File: src/rtl/div_stream_adapter_pkg.sv
// Shared types for the divider stream front-end: FSM states, result record, dz quotient.
// Latency: none (types and constants only).
// Backpressure: none (types and constants only).
package div_pkg;

  // Width of the divider datapath; the adapter's SIZE parameter tracks this.
  localparam int DIV_SIZE = 32;

  typedef enum logic {
    IDLE = 1'b0,
    WAIT = 1'b1
  } div_state_e;

  // Quotient reported for a zero divisor.
  localparam logic [DIV_SIZE-1:0] DZ_QUO = '1;

  typedef struct packed {
    logic [DIV_SIZE-1:0] quo;
    logic [DIV_SIZE-1:0] rem;
    logic                dz;
    logic                err;
  } div_res_t;

endpackage

File: src/rtl/div_stream_adapter_if.sv
// Bundles the operand stream, result stream, divider handshake and busy flag.
// Latency: none (wires only).
// Backpressure: in_ready/out_ready carried here; master = adapter, slave = its environment.
interface div_stream_adapter_if #(
  parameter int SIZE = div_pkg::DIV_SIZE
);
  // operand stream
  logic            in_valid;
  logic            in_ready;
  logic [SIZE-1:0] in_num;
  logic [SIZE-1:0] in_den;
  // result stream
  logic            out_valid;
  logic            out_ready;
  logic [SIZE-1:0] out_quo;
  logic [SIZE-1:0] out_rem;
  logic            out_dz;
  logic            out_err;
  // sequential divider handshake
  logic            div_start;
  logic [SIZE-1:0] div_numerador;
  logic [SIZE-1:0] div_denominador;
  logic [SIZE-1:0] div_cociente;
  logic [SIZE-1:0] div_resto;
  logic            div_done;
  // status
  logic            busy;

  modport master (
    input  in_valid, in_num, in_den, out_ready,
    input  div_cociente, div_resto, div_done,
    output in_ready, out_valid, out_quo, out_rem, out_dz, out_err,
    output div_start, div_numerador, div_denominador, busy
  );

  modport slave (
    output in_valid, in_num, in_den, out_ready,
    output div_cociente, div_resto, div_done,
    input  in_ready, out_valid, out_quo, out_rem, out_dz, out_err,
    input  div_start, div_numerador, div_denominador, busy
  );
endinterface

File: src/rtl/div_stream_adapter_op_fifo.sv
// Operand-pair FIFO: DEPTH entries of WIDTH bits, registered storage, no fall-through.
// Latency: entry pushed at edge N is visible on pop_dat (and poppable) from edge N+1.
// Backpressure: full blocks push even when a pop happens the same edge; pop ignored when empty.
// Ports: clk, rst_n | push, push_dat, full | pop, pop_dat, empty
module div_op_fifo #(
  parameter int WIDTH = 64,
  parameter int DEPTH = 4
) (
  input  logic             clk,
  input  logic             rst_n,
  input  logic             push,
  input  logic [WIDTH-1:0] push_dat,
  output logic             full,
  input  logic             pop,
  output logic [WIDTH-1:0] pop_dat,
  output logic             empty
);

  localparam int PTR_W = (DEPTH > 1) ? $clog2(DEPTH) : 1;
  localparam int CNT_W = $clog2(DEPTH + 1);

  logic [WIDTH-1:0] mem [DEPTH];
  logic [PTR_W-1:0] wr_ptr;
  logic [PTR_W-1:0] rd_ptr;
  // DEPTH+1 distinct occupancy values separate full from empty.
  logic [CNT_W-1:0] count;
  logic             do_push;
  logic             do_pop;

  assign full    = (count == CNT_W'(DEPTH));
  assign empty   = (count == '0);
  assign do_push = push && !full;
  assign do_pop  = pop && !empty;
  assign pop_dat = mem[rd_ptr];

  // Storage carries no reset; occupancy alone decides what is valid.
  always_ff @(posedge clk) begin
    if (do_push) begin
      mem[wr_ptr] <= push_dat;
    end
  end

  // DEPTH is a power of two, so plain increment wraps the pointers.
  always_ff @(posedge clk or negedge rst_n) begin
    if (!rst_n) begin
      wr_ptr <= '0;
      rd_ptr <= '0;
      count  <= '0;
    end else begin
      if (do_push) begin
        wr_ptr <= wr_ptr + 1'b1;
      end
      if (do_pop) begin
        rd_ptr <= rd_ptr + 1'b1;
      end
      case ({do_push, do_pop})
        2'b10:   count <= count + 1'b1;
        2'b01:   count <= count - 1'b1;
        default: count <= count;
      endcase
    end
  end

endmodule

File: src/rtl/div_stream_adapter.sv
// Front-end for the sequential divider: buffers operand pairs, issues start, returns quo/rem.
// Latency: pair pushed at edge N starts the divider after edge N+1; a zero divisor yields a result after edge N+1.
// Backpressure: in_ready = FIFO not full; a new pair pops only when the result slot is empty or being drained.
// Ports: clk, rst_n | bus (master): in_* stream, out_* stream, div_* handshake, busy
module div_stream_adapter
  import div_pkg::*;
#(
  parameter int SIZE    = DIV_SIZE,
  parameter int DEPTH   = 4,
  parameter int TIMEOUT = 64
) (
  input  logic clk,
  input  logic rst_n,
  div_stream_adapter_if.master bus
);

  localparam int CNT_W = $clog2(TIMEOUT + 1);

  // operand FIFO
  logic [2*SIZE-1:0] fifo_wdat;
  logic [2*SIZE-1:0] fifo_rdat;
  logic              fifo_full;
  logic              fifo_empty;
  logic              fifo_pop;
  logic [SIZE-1:0]   pop_num;
  logic [SIZE-1:0]   pop_den;

  // FSM, result slot and divider operand registers
  div_state_e        state_q, state_d;
  logic [CNT_W-1:0]  cnt_q, cnt_d;
  div_res_t          res_q, res_d;
  logic              out_vld_q, out_vld_d;
  logic              start_q, start_d;
  logic [SIZE-1:0]   num_q, num_d;
  logic [SIZE-1:0]   den_q, den_d;
  logic              slot_free;

  assign fifo_wdat          = {bus.in_num, bus.in_den};
  assign {pop_num, pop_den} = fifo_rdat;
  assign bus.in_ready       = !fifo_full;

  div_op_fifo #(
    .WIDTH (2*SIZE),
    .DEPTH (DEPTH)
  ) u_op_fifo (
    .clk      (clk),
    .rst_n    (rst_n),
    .push     (bus.in_valid),
    .push_dat (fifo_wdat),
    .full     (fifo_full),
    .pop      (fifo_pop),
    .pop_dat  (fifo_rdat),
    .empty    (fifo_empty)
  );

  // The slot can take a new result if it is empty or its current one leaves this edge.
  assign slot_free = !out_vld_q || bus.out_ready;

  always_comb begin
    state_d   = state_q;
    cnt_d     = cnt_q;
    res_d     = res_q;
    out_vld_d = out_vld_q;
    start_d   = 1'b0;
    num_d     = num_q;
    den_d     = den_q;
    fifo_pop  = 1'b0;

    // Drain first; any load below overrides it so valid stays high with new data.
    if (out_vld_q && bus.out_ready) begin
      out_vld_d = 1'b0;
    end

    case (state_q)
      IDLE: begin
        // div_done here is stale (e.g. from before a reset) and is ignored.
        if (!fifo_empty && slot_free) begin
          fifo_pop = 1'b1;
          if (pop_den == '0) begin
            // Answered locally; the divider never sees a zero divisor.
            res_d     = '{quo: DZ_QUO, rem: pop_num, dz: 1'b1, err: 1'b0};
            out_vld_d = 1'b1;
          end else begin
            num_d   = pop_num;
            den_d   = pop_den;
            start_d = 1'b1;
            cnt_d   = '0;
            state_d = WAIT;
          end
        end
      end

      WAIT: begin
        // Done is checked before the timeout so a result on the last cycle still counts.
        if (bus.div_done) begin
          res_d     = '{quo: bus.div_cociente, rem: bus.div_resto, dz: 1'b0, err: 1'b0};
          out_vld_d = 1'b1;
          cnt_d     = '0;
          state_d   = IDLE;
        end else if (cnt_q == CNT_W'(TIMEOUT - 1)) begin
          res_d     = '{quo: '0, rem: '0, dz: 1'b0, err: 1'b1};
          out_vld_d = 1'b1;
          cnt_d     = '0;
          state_d   = IDLE;
        end else begin
          cnt_d = cnt_q + 1'b1;
        end
      end

      default: begin
        state_d = IDLE;
      end
    endcase
  end

  always_ff @(posedge clk or negedge rst_n) begin
    if (!rst_n) begin
      state_q   <= IDLE;
      cnt_q     <= '0;
      res_q     <= '0;
      out_vld_q <= 1'b0;
      start_q   <= 1'b0;
      num_q     <= '0;
      den_q     <= '0;
    end else begin
      state_q   <= state_d;
      cnt_q     <= cnt_d;
      res_q     <= res_d;
      out_vld_q <= out_vld_d;
      start_q   <= start_d;
      num_q     <= num_d;
      den_q     <= den_d;
    end
  end

  assign bus.out_valid       = out_vld_q;
  assign bus.out_quo         = res_q.quo;
  assign bus.out_rem         = res_q.rem;
  assign bus.out_dz          = res_q.dz;
  assign bus.out_err         = res_q.err;
  assign bus.div_start       = start_q;
  assign bus.div_numerador   = num_q;
  assign bus.div_denominador = den_q;
  assign bus.busy            = (state_q != IDLE) || !fifo_empty;

endmodule

File: src/flat_wrapper.sv
// flat-port wrapper written by rule: the top's interface ports become plain ports
module div_stream_adapter_flat import div_pkg::*;
#(
  parameter int SIZE    = DIV_SIZE,
  parameter int DEPTH   = 4,
  parameter int TIMEOUT = 64
)
  (clk, rst_n, bus_in_valid, bus_in_num, bus_in_den, bus_out_ready, bus_div_cociente, bus_div_resto, bus_div_done, bus_in_ready, bus_out_valid, bus_out_quo, bus_out_rem, bus_out_dz, bus_out_err, bus_div_start, bus_div_numerador, bus_div_denominador, bus_busy);
  div_stream_adapter_if #(.SIZE(SIZE)) bus_i ();
  input  logic clk;
  input  logic rst_n;
  input wire logic [$bits(bus_i.in_valid)-1:0] bus_in_valid;
  input wire logic [$bits(bus_i.in_num)-1:0] bus_in_num;
  input wire logic [$bits(bus_i.in_den)-1:0] bus_in_den;
  input wire logic [$bits(bus_i.out_ready)-1:0] bus_out_ready;
  input wire logic [$bits(bus_i.div_cociente)-1:0] bus_div_cociente;
  input wire logic [$bits(bus_i.div_resto)-1:0] bus_div_resto;
  input wire logic [$bits(bus_i.div_done)-1:0] bus_div_done;
  output wire logic [$bits(bus_i.in_ready)-1:0] bus_in_ready;
  output wire logic [$bits(bus_i.out_valid)-1:0] bus_out_valid;
  output wire logic [$bits(bus_i.out_quo)-1:0] bus_out_quo;
  output wire logic [$bits(bus_i.out_rem)-1:0] bus_out_rem;
  output wire logic [$bits(bus_i.out_dz)-1:0] bus_out_dz;
  output wire logic [$bits(bus_i.out_err)-1:0] bus_out_err;
  output wire logic [$bits(bus_i.div_start)-1:0] bus_div_start;
  output wire logic [$bits(bus_i.div_numerador)-1:0] bus_div_numerador;
  output wire logic [$bits(bus_i.div_denominador)-1:0] bus_div_denominador;
  output wire logic [$bits(bus_i.busy)-1:0] bus_busy;
  assign bus_i.in_valid = bus_in_valid;
  assign bus_i.in_num = bus_in_num;
  assign bus_i.in_den = bus_in_den;
  assign bus_i.out_ready = bus_out_ready;
  assign bus_i.div_cociente = bus_div_cociente;
  assign bus_i.div_resto = bus_div_resto;
  assign bus_i.div_done = bus_div_done;
  assign bus_in_ready = bus_i.in_ready;
  assign bus_out_valid = bus_i.out_valid;
  assign bus_out_quo = bus_i.out_quo;
  assign bus_out_rem = bus_i.out_rem;
  assign bus_out_dz = bus_i.out_dz;
  assign bus_out_err = bus_i.out_err;
  assign bus_div_start = bus_i.div_start;
  assign bus_div_numerador = bus_i.div_numerador;
  assign bus_div_denominador = bus_i.div_denominador;
  assign bus_busy = bus_i.busy;
  div_stream_adapter #(.SIZE(SIZE), .DEPTH(DEPTH), .TIMEOUT(TIMEOUT)) u_core (.clk(clk), .rst_n(rst_n), .bus(bus_i));
endmodule
File: config.mk
export PLATFORM = sky130hd
export DESIGN_NAME = div_stream_adapter_flat
export DESIGN_NICKNAME = d
export VERILOG_FILES = /design/src/rtl/div_stream_adapter_pkg.sv /design/src/rtl/div_stream_adapter_if.sv /design/src/rtl/div_stream_adapter_op_fifo.sv /design/src/rtl/div_stream_adapter.sv /design/src/flat_wrapper.sv
export SDC_FILE = /design/constraint.sdc
export NUM_CORES = 1
export LEC_CHECK = 0
export ABC_AREA = 1
export ABC_CLOCK_PERIOD_IN_PS = 4850
export BUFFER_PORTS_ARGS = -buffer_cell sky130_fd_sc_hd__buf_4
export CAP_MARGIN = 25
export CORE_ASPECT_RATIO = 0.9
export CORE_UTILIZATION = 30
export DETAILED_ROUTE_END_ITERATION = 7
export MAX_ROUTING_LAYER = met4
export PLACE_DENSITY = 0.44
export SLEW_MARGIN = 20
export SYNTH_ARGS = -nofsm -noshare
export SYNTH_HDL_FRONTEND = slang
export SYNTH_SLANG_ARGS = --single-unit
File: constraint.sdc
create_clock -name clk -period 4.85 [get_ports clk]
set_clock_uncertainty 0.2 [all_clocks]
set_input_delay 0 -clock clk [delete_from_list [all_inputs] [get_ports clk]]
set_output_delay 0 -clock clk [all_outputs]
set_load 0.02 [all_outputs]
=== Yosys cells after proc, flatten, opt, wreduce, memory -nomap -nowiden ===
Memory sizes are Yosys's and may differ from the RTL's.
Cells that the tools add are included.
Widths: inputs -> output; s select.

* Add/subtract/negate cells: 5
* Multipliers: 0
* Div/mod/pow operators: 0
* Order comparisons: 0
* Equality and inequality tests: 8
* Shift-type cells: 0
* Multiplexer cells: 27
* Bitwise operators: 2
* Reduce and logical (&&, ||, !) cells: 15

{| class="wikitable"
|+ Operators with widths
! cell !! number
|-
| $mux 66 || 4
|-
| $pmux 66 s2 || 1
|-
| $logic_not 32->1 || 1
|-
| $mux 7 || 4
|-
| $mux 1 || 14
|-
| $pmux 7 s2 || 1
|-
| $add 7x1->7 const B || 1
|-
| $eq 7x6->1 const B || 1
|-
| $pmux 3 s2 || 1
|-
| $reduce_and 3->1 || 2
|-
| $add 2x1->2 const B || 2
|-
| $logic_and 1x1->1 || 4
|-
| $ne 2x1->1 const B || 2
|-
| $pmux 1 s2 || 2
|-
| $add 3x1->3 const B || 1
|-
| $eq 3x3->1 const B || 1
|-
| $logic_not 1->1 || 3
|-
| $logic_not 3->1 || 1
|-
| $ne 3x3->1 const B || 1
|-
| $sub 3x1->3 const B || 1
|-
| $eq 2x1->1 const B || 1
|-
| $eq 2x2->1 const B || 1
|-
| $logic_or 1x1->1 || 2
|-
| $ne 2x2->1 const B || 1
|-
| other kinds (3) || 4
|}

* Bits in registers: 147
* Bits in latches: 0
* Bits in writable memories: 256
* Bits in read-only memories: 0
* Output and inout bits: 134
* Word-level logic and storage cells: 71
* Memories kept: 1

{| class="wikitable"
|+ Memory list
! name !! depth !! width !! read ports !! clocked after Yosys merged registers in !! write ports !! RTL line !! RTL
|-
| u_core.u_op_fifo.mem || 4 || 64 || 1 || 0 || 1 || div_stream_adapter_op_fifo.sv:22 || <nowiki>logic [WIDTH-1:0] mem [DEPTH];</nowiki>
|}

=== Depth between registers and ports, before layout ===
* Word-level depth: 8
* Gate-level depth with buffers: 17
* Depth with buffers taken out: 12

=== Modules after synthesis ===
From an unflattened synthesis, not the netlist that was laid out.

* Cells, all modules: 1,646
* Area, all modules: 17,221.5 µm²

{| class="wikitable"
|+ Modules (own cells, without submodules)
! module !! times used !! cells each !! area an instance (µm²) !! sequential area each (µm²)
|-
| div_op_fifo || 1 || 808 || 10,662.7 || 7,862.5
|-
| div_stream_adapter || 1 || 838 || 6,558.8 || 3,503.4
|}

=== Least setup slack after synthesis ===
Ideal clock, no wire load.

* Kind: register -> register
* Start: register u_core.u_op_fifo.count[0]
* End: memory u_core.u_op_fifo.mem[0][0], enable pin
* Library setup time: 0.487 ns
* Arrival time: 3.613 ns
* Data required time: 4.163 ns
* Path slack: 0.551 ns
* Cell stages (with the launch flop): 5
* Buffers on the path: 0
* Cells stage by stage: dfrtp_1 > inv_1 > nand3_1 > nand2_1 > nor2_1

* Longest elaborated chain between the ends: 5

{| class="wikitable"
|+ Ends and longest elaborated chain
! what !! RTL line !! RTL
|-
| start: declaration || div_stream_adapter_op_fifo.sv:26 || <nowiki>logic [CNT_W-1:0] count;</nowiki>
|-
| start signal: assignment || div_stream_adapter_op_fifo.sv:57 || <nowiki>2'b10: count <= count + 1'b1;</nowiki>
|-
| start signal: assignment || div_stream_adapter_op_fifo.sv:58 || <nowiki>2'b01: count <= count - 1'b1;</nowiki>
|-
| start signal: assignment || div_stream_adapter_op_fifo.sv:59 || <nowiki>default: count <= count;</nowiki>
|-
| $eq 3x3->1 || div_stream_adapter_op_fifo.sv:30 || <nowiki>assign full = (count == CNT_W'(DEPTH));</nowiki>
|-
| $logic_not 1->1 || n/a ||
|-
| net bus_in_ready || flat_wrapper.sv:19 || <nowiki>output wire logic [$bits(bus_i.in_ready)-1:0] bus_in_ready;</nowiki>
|-
| $logic_and 1x1->1 || div_stream_adapter_op_fifo.sv:32 || <nowiki>assign do_push = push && !full;</nowiki>
|-
| $mux 1 || div_stream_adapter_op_fifo.sv:38 || <nowiki>if (do_push) begin</nowiki>
|-
| $mux 1 (implied by the code) || div_stream_adapter_op_fifo.sv:39 || <nowiki>mem[wr_ptr] <= push_dat;</nowiki>
|-
| end: declaration || div_stream_adapter_op_fifo.sv:22 ||
|}

The timed path passes the listed nets, and every way through them passes these cells.

=== Final worst setup path ===
* Start: register u_core.u_op_fifo.rd_ptr[0]
* End: register u_core.res_q, in the netlist u_core.bus.out_rem[3]

* Longest elaborated chain between the ends: 4
* Elaborated cells on any way between the ends: 7

{| class="wikitable"
|+ Ends and longest elaborated chain
! what !! RTL line !! RTL
|-
| start: declaration || div_stream_adapter_op_fifo.sv:24 || <nowiki>logic [PTR_W-1:0] rd_ptr;</nowiki>
|-
| start signal: assignment || div_stream_adapter_op_fifo.sv:54 || <nowiki>rd_ptr <= rd_ptr + 1'b1;</nowiki>
|-
| $mem_v2 4x64 * || n/a ||
|-
| $logic_not 32->1 / $mux 66 (equally long branches) || div_stream_adapter.sv:79 || <nowiki>if (pop_den == '0) begin</nowiki>
|-
| $ne 2x1->1 (no line) / $mux 66 (equally long branches) || n/a ||
|-
| $reduce_and 3->1 (no line) / $pmux 66 s2 (equally long branches) || n/a ||
|-
| end signal: assignment || div_stream_adapter.sv:128 || <nowiki>res_q <= res_d;</nowiki>
|-
| end: declaration || div_stream_adapter.sv:31 || <nowiki>div_res_t res_q, res_d;</nowiki>
|}

Mark *: on every way between the ends. The rest lies on a longest branch, timed or not. The select of a mux whose other input is x is not followed.
A chain may end at the register's enable or synchronous reset.

==> results.cfg <==
[run_status]
run_status = finished clean

[cts]
tritoncts_num_sinks = 403
clk_pin_slew_ps = 60
cts.htree.levels = 2
post_cts_setup_repair_buffer_count = 0
cts_root_buf = clkbuf_16
cts_resized = 0
ctsLongestPathBuffers = 3
cts-hold-fix-buffers = 197
cts_tree = yes
clock_latency_ps = 590
number_of_clock_buffers_inserted_by_tritoncts = 46

[worst_setup_path]
biggest_cell_delay_along_the_critical_path_ps = 640
setup.worst_path.start_class = flip-flop
cell_repeated_most_along_the_worst_path = nand2_1
worstSetupEndpointType = flip-flop
cp.arrival_ps = 3710
worst-path-buf-inv = 2
worst_path_dominant_cell_family = simple AND/OR/NAND/NOR gates
critPathKind = flip-flop to flip-flop
crit_path_cell_trace = inv_4 > nand2_1 > nand3_1 > nand2_1 > nand2_1 > nor2_1 > nand2_1 > nor2_2 > nand3_2 > nand2_2 > buf_4 > nand2_1 > nand2_1
required_arrival_time_at_the_worst_endpoint_ps = 5160
slowest_stage_cell_on_the_critical_path = dfrtp_4
critical_path_peak_fanout = 65

[finish]
filler_cell_count = 5272
layout_commonest_cell = nand2_1
areaGrowthSynthToFinish_pct = 36.5
post_route_cells_drive_above_1_share_pct = 18.0
most_used_cells_in_the_layout_excluding_fill_and_tap_cells = nand2_1 (585), buf_4 (287), edfxtp_1 (256)
finish.cell_count_without_fillers = 2774
finalNetCount = 2168
utilization_pct = 41.6

[placed_design]
port_buffers = 266
gp_congestion = 0.816
dp_cells = 2488
post-dp-hpwl_um = 31400

[pwr]
total_power_density_per_cell_area_mw_per_mm2 = 647
vdd.ir_drop.worst_mv = 0.331
fin_total_pwr_mw = 14.7
static-leakage-power_nw = 9.95

[floorplanning]
core_mm2 = 0.0546
core.rowCount = 81
floorplan.die.height_um = 226
fp.dieW_um = 250
initial_core_util_pct = 30.5
floorplan.die_area_mm2 = 0.0565
pin_count = 267

[sta]
finalMaxSlewViolations = 0
worstMarginPinSlew_ps = 952
timing_hold_violations_final = 0
maxClockFrequency_ghz = 0.294
setup_total_negative_slack_ps = 0
finalSetupViolCount = 0
setup_repair_after_global_routing_missed_its_margin = no
fin_hold_ws_ps = 15.5
min_cycle_time_layout_ps = 3410
maxSlewHeadroom_pct = 36.5
final.period_utilization_pct = 70.2

[routing]
antenna_left = 0
initial_detailed_routing_violation_count = 971
dr_total_vias = 12900
postRouteWirelength_um = 51000
via_per_inst = 4.64
route.detailed.wl_per_inst_um = 18.4
firstDrtPassIters = 5
residual_drc = 0

[logic_synthesis]
synthesis.yosys.warnings = 0
ys.flop_type = edfxtp_1
ys_async_sr_fraction_pct = 36.5
number_of_synthesized_flops_with_an_enable_pin = 256
ys_types = 26
synthesized_flop_and_latch_total = 403
synth_nets = 1743
synthesis.area_mm2 = 0.0167
synth_top_area_cell = edfxtp_1
post_synth_inst_count = 1603
postSynthAreaPerCell_um2 = 10.4
synth.top_cells.by_area = edfxtp_1 (46%), dfrtp_1 (22%), nand2_1 (13%), nand3_1 (5.1%), nand4_1 (2.5%)
ys_seq_area_share_pct = 68.2
synth_top_area_share_pct = 46.2

[global_route]
globalRouteTotalUtil_pct = 18.4
first_global_vias = 12500
global_route_wire_length_before_repair_um = 77000
globalRouteOverflowTotal = 0
grt_antenna_before_repair = 6
pin_count_of_the_biggest_net_entering_global_routing = 68

[worst_hold_path]
hold_class = input port to flip-flop

[flow_run]
drv.max_cap_violation_count = 0
[power by group]
| group | switching, mW | leakage [nW] | internal, mW | total (mW) |
|---|---|---|---|---|
| clock | 1.38 | 0.703 | 1.95 | 3.33 |
| sequential | 0.458 | 4.16 | 4.74 | 5.20 |
| combinational | 4.18 | 5.09 | 1.99 | 6.17 |
[Yosys cell counts (2+ instances only)]
cell and n:
buf_1 20, inv_1 52, edfxtp_1 256, buf_2 25, nand2_2 2, nand3_1 170
buf_4 12, o22ai_1 32, nor2_1 86, nor2_2 2, o21ai_0 67, nand4_1 67
clkbuf_1 49, xor2_1 5, ha_1 6, a21oi_1 6, inv_2 2, buf_6 4
dfrtp_1 147, nand2_1 586, nand3_2 2
[cell type report]
type	count	area [µm²]	share of cell area, %
clock inverter	15	144	0.633
inverter	54	206	0.908
timing repair buffer	487	4200	18.5
tap	705	882	3.88
antenna	6	15.0	0.0660
clock buffer	68	1290	5.69
multi-input combinational	1036	4620	20.3
sequential	403	11400	50.0
[worst paths after layout]
kind,from,endpoint,slack [ps],cells after the start
min in group asynchronous,rst_n,u_core.bus.out_quo[20],390,4
max in group asynchronous,rst_n,u_core.bus.out_rem[18],3470,4
min reg2reg,u_core.bus.div_denominador[29],u_core.bus.div_denominador[29],270,2
max,u_core.u_op_fifo.rd_ptr[0],u_core.bus.out_rem[3],1440,13
min,bus_in_den[31],u_core.u_op_fifo.mem[3][31],20,2
max reg2reg,u_core.u_op_fifo.rd_ptr[0],u_core.bus.out_rem[3],1440,13
[routing by layer]
| layer | up-vias | track usage (%) | part of all wire, % |
|---|---|---|---|
| met2 | 283 | 28.0 | 46 |
| met5 | - | - | 0 |
| met3 | 57 | 3.33 | 4.7 |
| met1 | 6229 | 25.3 | 48 |
| li1 | 6299 | - | - |
| met4 | 0 | 5.01 | 1.9 |
[per-stage QoR]
step	setup slack, ps	area [µm²]
after floorplan	551	16700
after global placement	1380	19300
after detailed placement	1400	19300
after CTS	1350	22700
after global routing	1140	22700
final	1440	22700
[cell families after synthesis]
logic type                 synth area share (%)
DFF                                        68.2
buffers and inverters                      4.33
adders and majority gates                 0.571
and+or+nand+nor                            23.1
AOI/OAI and AO/OA                          3.43
xor gates and xnor gates                  0.315
[sequential cells by signal, summed over array words and instances (netlist names), 2 cells and up]
signal,count
u_core.u_op_fifo.rd_ptr,2
u_core.cnt_q,7
u_core.bus.out_rem,32
u_core.bus.div_denominador,32
u_core.u_op_fifo.count,3
u_core.u_op_fifo.mem,256
u_core.bus.out_quo,32
u_core.u_op_fifo.wr_ptr,2
u_core.bus.div_numerador,32
(Power assumes the default switching activity.)
